## src/rtl/video_clk_prog.sv

```systemverilog
// video_clk_prog: serial DCM_CLKGEN reprogrammer (load D, load M, GO).
// Define VIDEO_CLK_PROG_LOCK_WAIT_EN to also wait for LOCKED after PROGDONE.
module video_clk_prog #(
  parameter int DONE_TIMEOUT = 1023,
  parameter int LOCK_TIMEOUT = 65535
) (
  input  logic       clkin,
  input  logic       rst_n,
  input  logic       start,
  input  logic [7:0] mult_m1,
  input  logic [7:0] div_m1,
  input  logic       prog_done,
  input  logic       locked,
  output logic       prog_en,
  output logic       prog_data,
  output logic       busy,
  output logic       done,
  output logic       err
);

  typedef enum logic [3:0] {
    S_IDLE,
    S_LOAD_D,
    S_GAP_D,
    S_LOAD_M,
    S_GAP_M,
    S_GO,
    S_WAIT_DONE,
`ifdef VIDEO_CLK_PROG_LOCK_WAIT_EN
    S_WAIT_LOCK,
`endif
    S_FINISH
  } state_t;

  localparam logic [15:0] LP_DONE_TO = 16'(DONE_TIMEOUT);
`ifdef VIDEO_CLK_PROG_LOCK_WAIT_EN
  localparam logic [15:0] LP_LOCK_TO = 16'(LOCK_TIMEOUT);
`else
  logic w_unused;
  assign w_unused = ^{locked, 32'(LOCK_TIMEOUT)};
`endif

  state_t      r_state;
  state_t      w_next;
  logic [15:0] r_cnt;
  logic [7:0]  r_mult;
  logic [7:0]  r_div;
  logic        r_fail;
  logic        w_fail;
  logic        r_err0;
  logic [2:0]  w_idx;

  // Counter doubles as the bit index while shifting a word out
  assign w_idx = r_cnt[2:0] - 3'd2;

  always_comb begin
    w_next = r_state;
    w_fail = r_fail;
    unique case (r_state)
      S_IDLE: begin
        w_fail = 1'b0;
        if (start && (mult_m1 != 8'd0)) w_next = S_LOAD_D;
      end
      S_LOAD_D: if (r_cnt == 16'd9) w_next = S_GAP_D;
      S_GAP_D:  w_next = S_LOAD_M;
      S_LOAD_M: if (r_cnt == 16'd9) w_next = S_GAP_M;
      S_GAP_M:  w_next = S_GO;
      S_GO:     w_next = S_WAIT_DONE;
      S_WAIT_DONE: begin
        if (prog_done) begin
`ifdef VIDEO_CLK_PROG_LOCK_WAIT_EN
          w_next = S_WAIT_LOCK;
`else
          w_next = S_FINISH;
          w_fail = 1'b0;
`endif
        end else if (r_cnt >= LP_DONE_TO) begin
          w_next = S_FINISH;
          w_fail = 1'b1;
        end
      end
`ifdef VIDEO_CLK_PROG_LOCK_WAIT_EN
      S_WAIT_LOCK: begin
        if (locked) begin
          w_next = S_FINISH;
          w_fail = 1'b0;
        end else if (r_cnt >= LP_LOCK_TO) begin
          w_next = S_FINISH;
          w_fail = 1'b1;
        end
      end
`endif
      S_FINISH: w_next = S_IDLE;
      default:  w_next = S_IDLE;
    endcase
  end

  always_comb begin
    prog_en   = 1'b0;
    prog_data = 1'b0;
    busy      = 1'b1;
    done      = 1'b0;
    err       = r_err0;
    unique case (r_state)
      S_IDLE: busy = 1'b0;
      S_LOAD_D: begin
        prog_en = 1'b1;
        if (r_cnt[3:0] == 4'd0)      prog_data = 1'b1;
        else if (r_cnt[3:0] == 4'd1) prog_data = 1'b0;
        else                         prog_data = r_div[w_idx];
      end
      S_LOAD_M: begin
        prog_en = 1'b1;
        if (r_cnt[3:0] < 4'd2) prog_data = 1'b1;
        else                   prog_data = r_mult[w_idx];
      end
      S_GO: prog_en = 1'b1;
      S_FINISH: begin
        busy = 1'b0;
        done = ~r_fail;
        err  = r_fail;
      end
      default: ;
    endcase
  end

  always_ff @(posedge clkin or negedge rst_n) begin
    if (!rst_n) begin
      r_state <= S_IDLE;
      r_cnt   <= '0;
      r_mult  <= '0;
      r_div   <= '0;
      r_fail  <= 1'b0;
      r_err0  <= 1'b0;
    end else begin
      r_state <= w_next;
      r_fail  <= w_fail;
      r_err0  <= (r_state == S_IDLE) && start &&
                 (mult_m1 == 8'd0);
      if ((r_state == S_IDLE) && start) begin
        r_mult <= mult_m1;
        r_div  <= div_m1;
      end
      if (w_next != r_state)     r_cnt <= '0;
      else if (r_cnt != 16'hFFFF) r_cnt <= r_cnt + 16'd1;
    end
  end

endmodule

```

## config.mk

```make
export PLATFORM = sky130hd
export DESIGN_NAME = video_clk_prog
export DESIGN_NICKNAME = d
export VERILOG_FILES = /design/src/rtl/video_clk_prog.sv
export SDC_FILE = /design/constraint.sdc
export NUM_CORES = 1
export LEC_CHECK = 0
export CAP_MARGIN = 20
export CELL_PAD_IN_SITES_DETAIL_PLACEMENT = 0
export CELL_PAD_IN_SITES_GLOBAL_PLACEMENT = 1
export CORE_UTILIZATION = 33
export CTS_BUF_LIST = sky130_fd_sc_hd__clkbuf_8
export CTS_CLUSTER_DIAMETER = 120
export DETAILED_ROUTE_END_ITERATION = 16
export GPL_TIMING_DRIVEN = 0
export PLACE_DENSITY_LB_ADDON = 0.2
export SYNTH_ARGS = -nofsm -noshare
export SYNTH_HDL_FRONTEND = slang
export SYNTH_SLANG_ARGS = --single-unit
```

## constraint.sdc

```tcl
create_clock -name clkin -period 2.7 [get_ports clkin]
set_clock_uncertainty 0.15 [all_clocks]
set_input_delay 0.405 -clock clkin [delete_from_list [all_inputs] [get_ports clkin]]
set_output_delay 0.405 -clock clkin [all_outputs]
set_load 0.05 [all_outputs]
```

==> flow_metrics.py <==
metrics = {
    "run_status": {
        "outcome": "complete, no violations",
    },
    "floorplanning": {
        "num_rows": 28,
        "die_h_um": 81.0,
        "die_area_um2": 6560,
        "ioPinCount": 26,
        "initial_core_util_pct": 34.6,
        "die_w_um": 81.0,
        "coreArea_um2": 5960,
    },
    "cells_and_area": {
        "finalInstanceArea_um2": 2540,
        "n_antenna_cell": 0,
        "area_delta_synth_final_pct": 23.3,
        "nets": 259,
        "layout-drive-gt1-share_pct": 18.7,
    },
    "power_and_ir_drop": {
        "netSwitchingPower_w": 0.000361,
        "peakVddDrop_uv": 357,
        "seqPwrFrac_pct": 49.8,
        "power.density_nw_per_um2": 531,
        "p_comb_share_pct": 20.4,
        "p_leak_nw": 1.06,
        "power.internal_w": 0.000987,
        "p_clk_share_pct": 29.8,
        "sw_frac_of_total_pct": 26.8,
    },
    "synthesis": {
        "synth_edf_count": 0,
        "yosys.area.top_type_share_pct": 46.2,
        "synth_cell_types": 44,
        "synth.area.top_cells": "dfrtp_1, mux2_2, nor2_1",
        "yosys.area.top_type": "dfrtp_1",
        "netlist_area_um2": 2060,
        "synth_fp_nets": 224,
        "seq_area_frac_synth_pct": 46.2,
        "synthArstFlopShare_pct": 100,
        "syn_inst": 199,
        "synth_ff_type": "dfrtp_1",
        "syn_area_per_cell_um2": 10.3,
        "ys_warn_count": 0,
        "ys_seq_elements": 38,
    },
    "worst_setup_path": {
        "path_cells": "clkbuf_4 > mux4_2 > nor2_1 > o21ai_0 > nand2_1 > a21oi_1 > buf_4",
        "worst_ep_required_time_ps": 2140,
        "cp.arrival_ps": 2010,
        "cpMaxStageDelayCell": "mux4_2",
        "critPathMaxStageDelay_ps": 530,
        "cp-start-kind": "flop",
        "cp_max_fo": 10,
        "cp-end-kind": "output port",
        "worstSetupPathType": "flop to output port",
    },
    "sta": {
        "setup_slack_ps": 132,
        "post-route-min-period_ps": 2570,
        "clock.fmax_ghz": 0.389,
        "fin_crit_sh_pct": 95.1,
        "holdWs_ps": 292,
        "slew-limit-headroom_pct": 63.7,
        "setup_viol": 0,
        "drv_slew": 0,
        "rsz0062_at_grt": "no",
        "hold_viol": 0,
        "tns_ps": 0,
        "tightest_slew_ps": 541,
    },
    "global_route": {
        "grt_start_max_net_pins": 38,
        "antenna_found_initial": 0,
        "grt_usage_pct": 15.7,
        "grt_pass1_vias": 1564,
        "grt_first_pass_wirelength_um": 7870,
        "overflow": 0,
    },
    "place": {
        "globalplace.congestion": 0.766,
        "pre_cts_slack_ps": -428,
        "post_dp_cell_area_um2": 2410,
        "port_buffers": 24,
        "hpwl_um": 3270,
    },
    "worst_hold_path": {
        "hold_path.class": "primary input to async pin",
    },
    "cts": {
        "cts_buffers": 5,
        "cts_tree": "yes",
        "cts_sinks": 38,
        "clock_path_buffers": 2,
        "path_clk_slew_ps": 80,
        "cts-root-buf": "clkbuf_8",
        "h-tree-depth": 2,
        "worstSkewPairLatency_ps": 280,
    },
    "detailed_routing": {
        "first_iter_violations": 43,
        "first_pass_iters": 4,
        "post-route-drc-count": 0,
        "vias_per_cell": 5.21,
        "vias": 1615,
        "routed_wl_um": 4460,
        "wl_per_cell_um": 14.4,
        "ant_nets": 0,
    },
    "flow_run": {
        "drv_cap": 0,
    },
}
==> per-layer routing <==
metal | share of wire, % | wire length (um) | track usage, %
met1 | 50 | 2250 | 22.0
met2 | 46 | 2040 | 24.2
met3 | 2.8 | 123 | 3.37
met4 | 1.2 | 53 | 4.82
met5 | 0 | 0 | 0
==> cells in the mapped netlist (2+ instances only) <==
cell type	count
and2_1	2
clkbuf_1	4
mux2_2	17
or3_1	2
nand2_1	12
or4_4	2
nand4_1	7
xor2_1	5
mux4_2	3
nand3_1	11
dfrtp_1	38
mux2i_1	5
ha_1	4
nor3_1	9
nor4_1	3
o21ai_0	6
a21oi_1	8
nand2b_1	2
and4_1	2
a211oi_1	3
nor2_1	22
and3_1	3
inv_1	7
xnor2_1	2
==> metrics by stage <==
| stage | util [%] | std cells | power, W |
|---|---|---|---|
| final | 42.6 | 310 | 0.00135 |
| after global routing | 42.6 | 310 | 0.00143 |
| after CTS | 42.1 | 308 | 0.00136 |
| after detailed placement | 40.4 | 299 | 0.000947 |
| after global placement | 40.2 | 298 | 0.000942 |
| after floorplan | - | 199 | 0.000848 |
==> kinds of logic after synthesis <==
group	synth area share (%)
compound gates	9.30
xor+xnor	2.98
fa+ha+maj	2.43
buf+inv	2.98
flops	46.2
mux	15.0
other cells	0.182
simple gates	20.9
==> placed cells by master, fill, tap and decap left out, types with 2 or more instances in the layout <==
master	count
and3_1	3
xnor2_1	2
nor4_1	3
and4_1	2
clkdlybuf4s50_1	19
or4_4	2
buf_2	2
ha_1	3
buf_4	4
a21oi_1	8
nand2b_1	2
and2_1	2
nand2_1	12
clkbuf_8	6
clkbuf_1	3
nand4_1	7
nor3_1	9
mux2i_1	5
a211oi_1	3
dfrtp_1	38
o21ai_0	6
nand3_1	11
nor2_1	22
inv_1	8
or3_1	2
xor2_1	5
mux4_2	3
mux2_2	17
==> power by group through the flow <==
stage                     Combinational, W  Sequential (W)  Clock [W]
after floorplan                   0.000181        0.000667          0
after global placement            0.000262        0.000680          0
after detailed placement          0.000267        0.000680          0
after CTS                         0.000269        0.000669   0.000421
after global routing              0.000305        0.000680   0.000442
final                             0.000276        0.000671   0.000401
==> critical path, delay by kind of cell (launching register included) <==
kind / cells / cell delay [ps]
AOI/OAI and AO/OA: 2 / 140
buffers and inverters: 2 / 470
DFF: 1 / 420
muxes: 1 / 530
and+or+nand+nor: 2 / 180
==> path summary, 6_finish.rpt <==
| kind | startpoint | to | slack, ps | cells after the start |
|---|---|---|---|---|
| max | r_cnt[0] | prog_data | 130 | 7 |
| min | rst_n | r_state[3] | 290 | 2 |
| max reg2reg | r_cnt[3] | r_cnt[7] | 260 | 7 |
| min reg2reg | r_div[2] | r_div[2] | 360 | 1 |
| max in group asynchronous | rst_n | r_cnt[13] | 1710 | 3 |
| min in group clkin | r_div[2] | r_div[2] | 360 | 1 |
==> area by class of cell <==
class	instances	area, um^2
clock inverter	2	8.76
sequential	38	951
tap	75	93.8
timing repair buffer	29	282
multi-input combinational	147	1060
buffer	6	35.0
inverter	7	26.3
fill	612	3420
clock buffer	6	82.6
==> registers in the layout, summed over array words and instances (netlist names) <==
signal / flops
r_mult: 8
r_cnt: 16
r_fail: 1
r_state: 4
r_err0: 1
r_div: 8
==> what timing repair did <==
item                                    in CTS  in global routing
hold endpoints to repair                    38                  0
hold buffers                                 1                  0
endpoints found under the setup margin       3                 14
gates resized for setup                      9                  6
gates cloned                                 0                  0
pin swaps                                    0                  1
setup buffers                                0                  3
No activity file was read; power rests on OpenSTA's default activity.
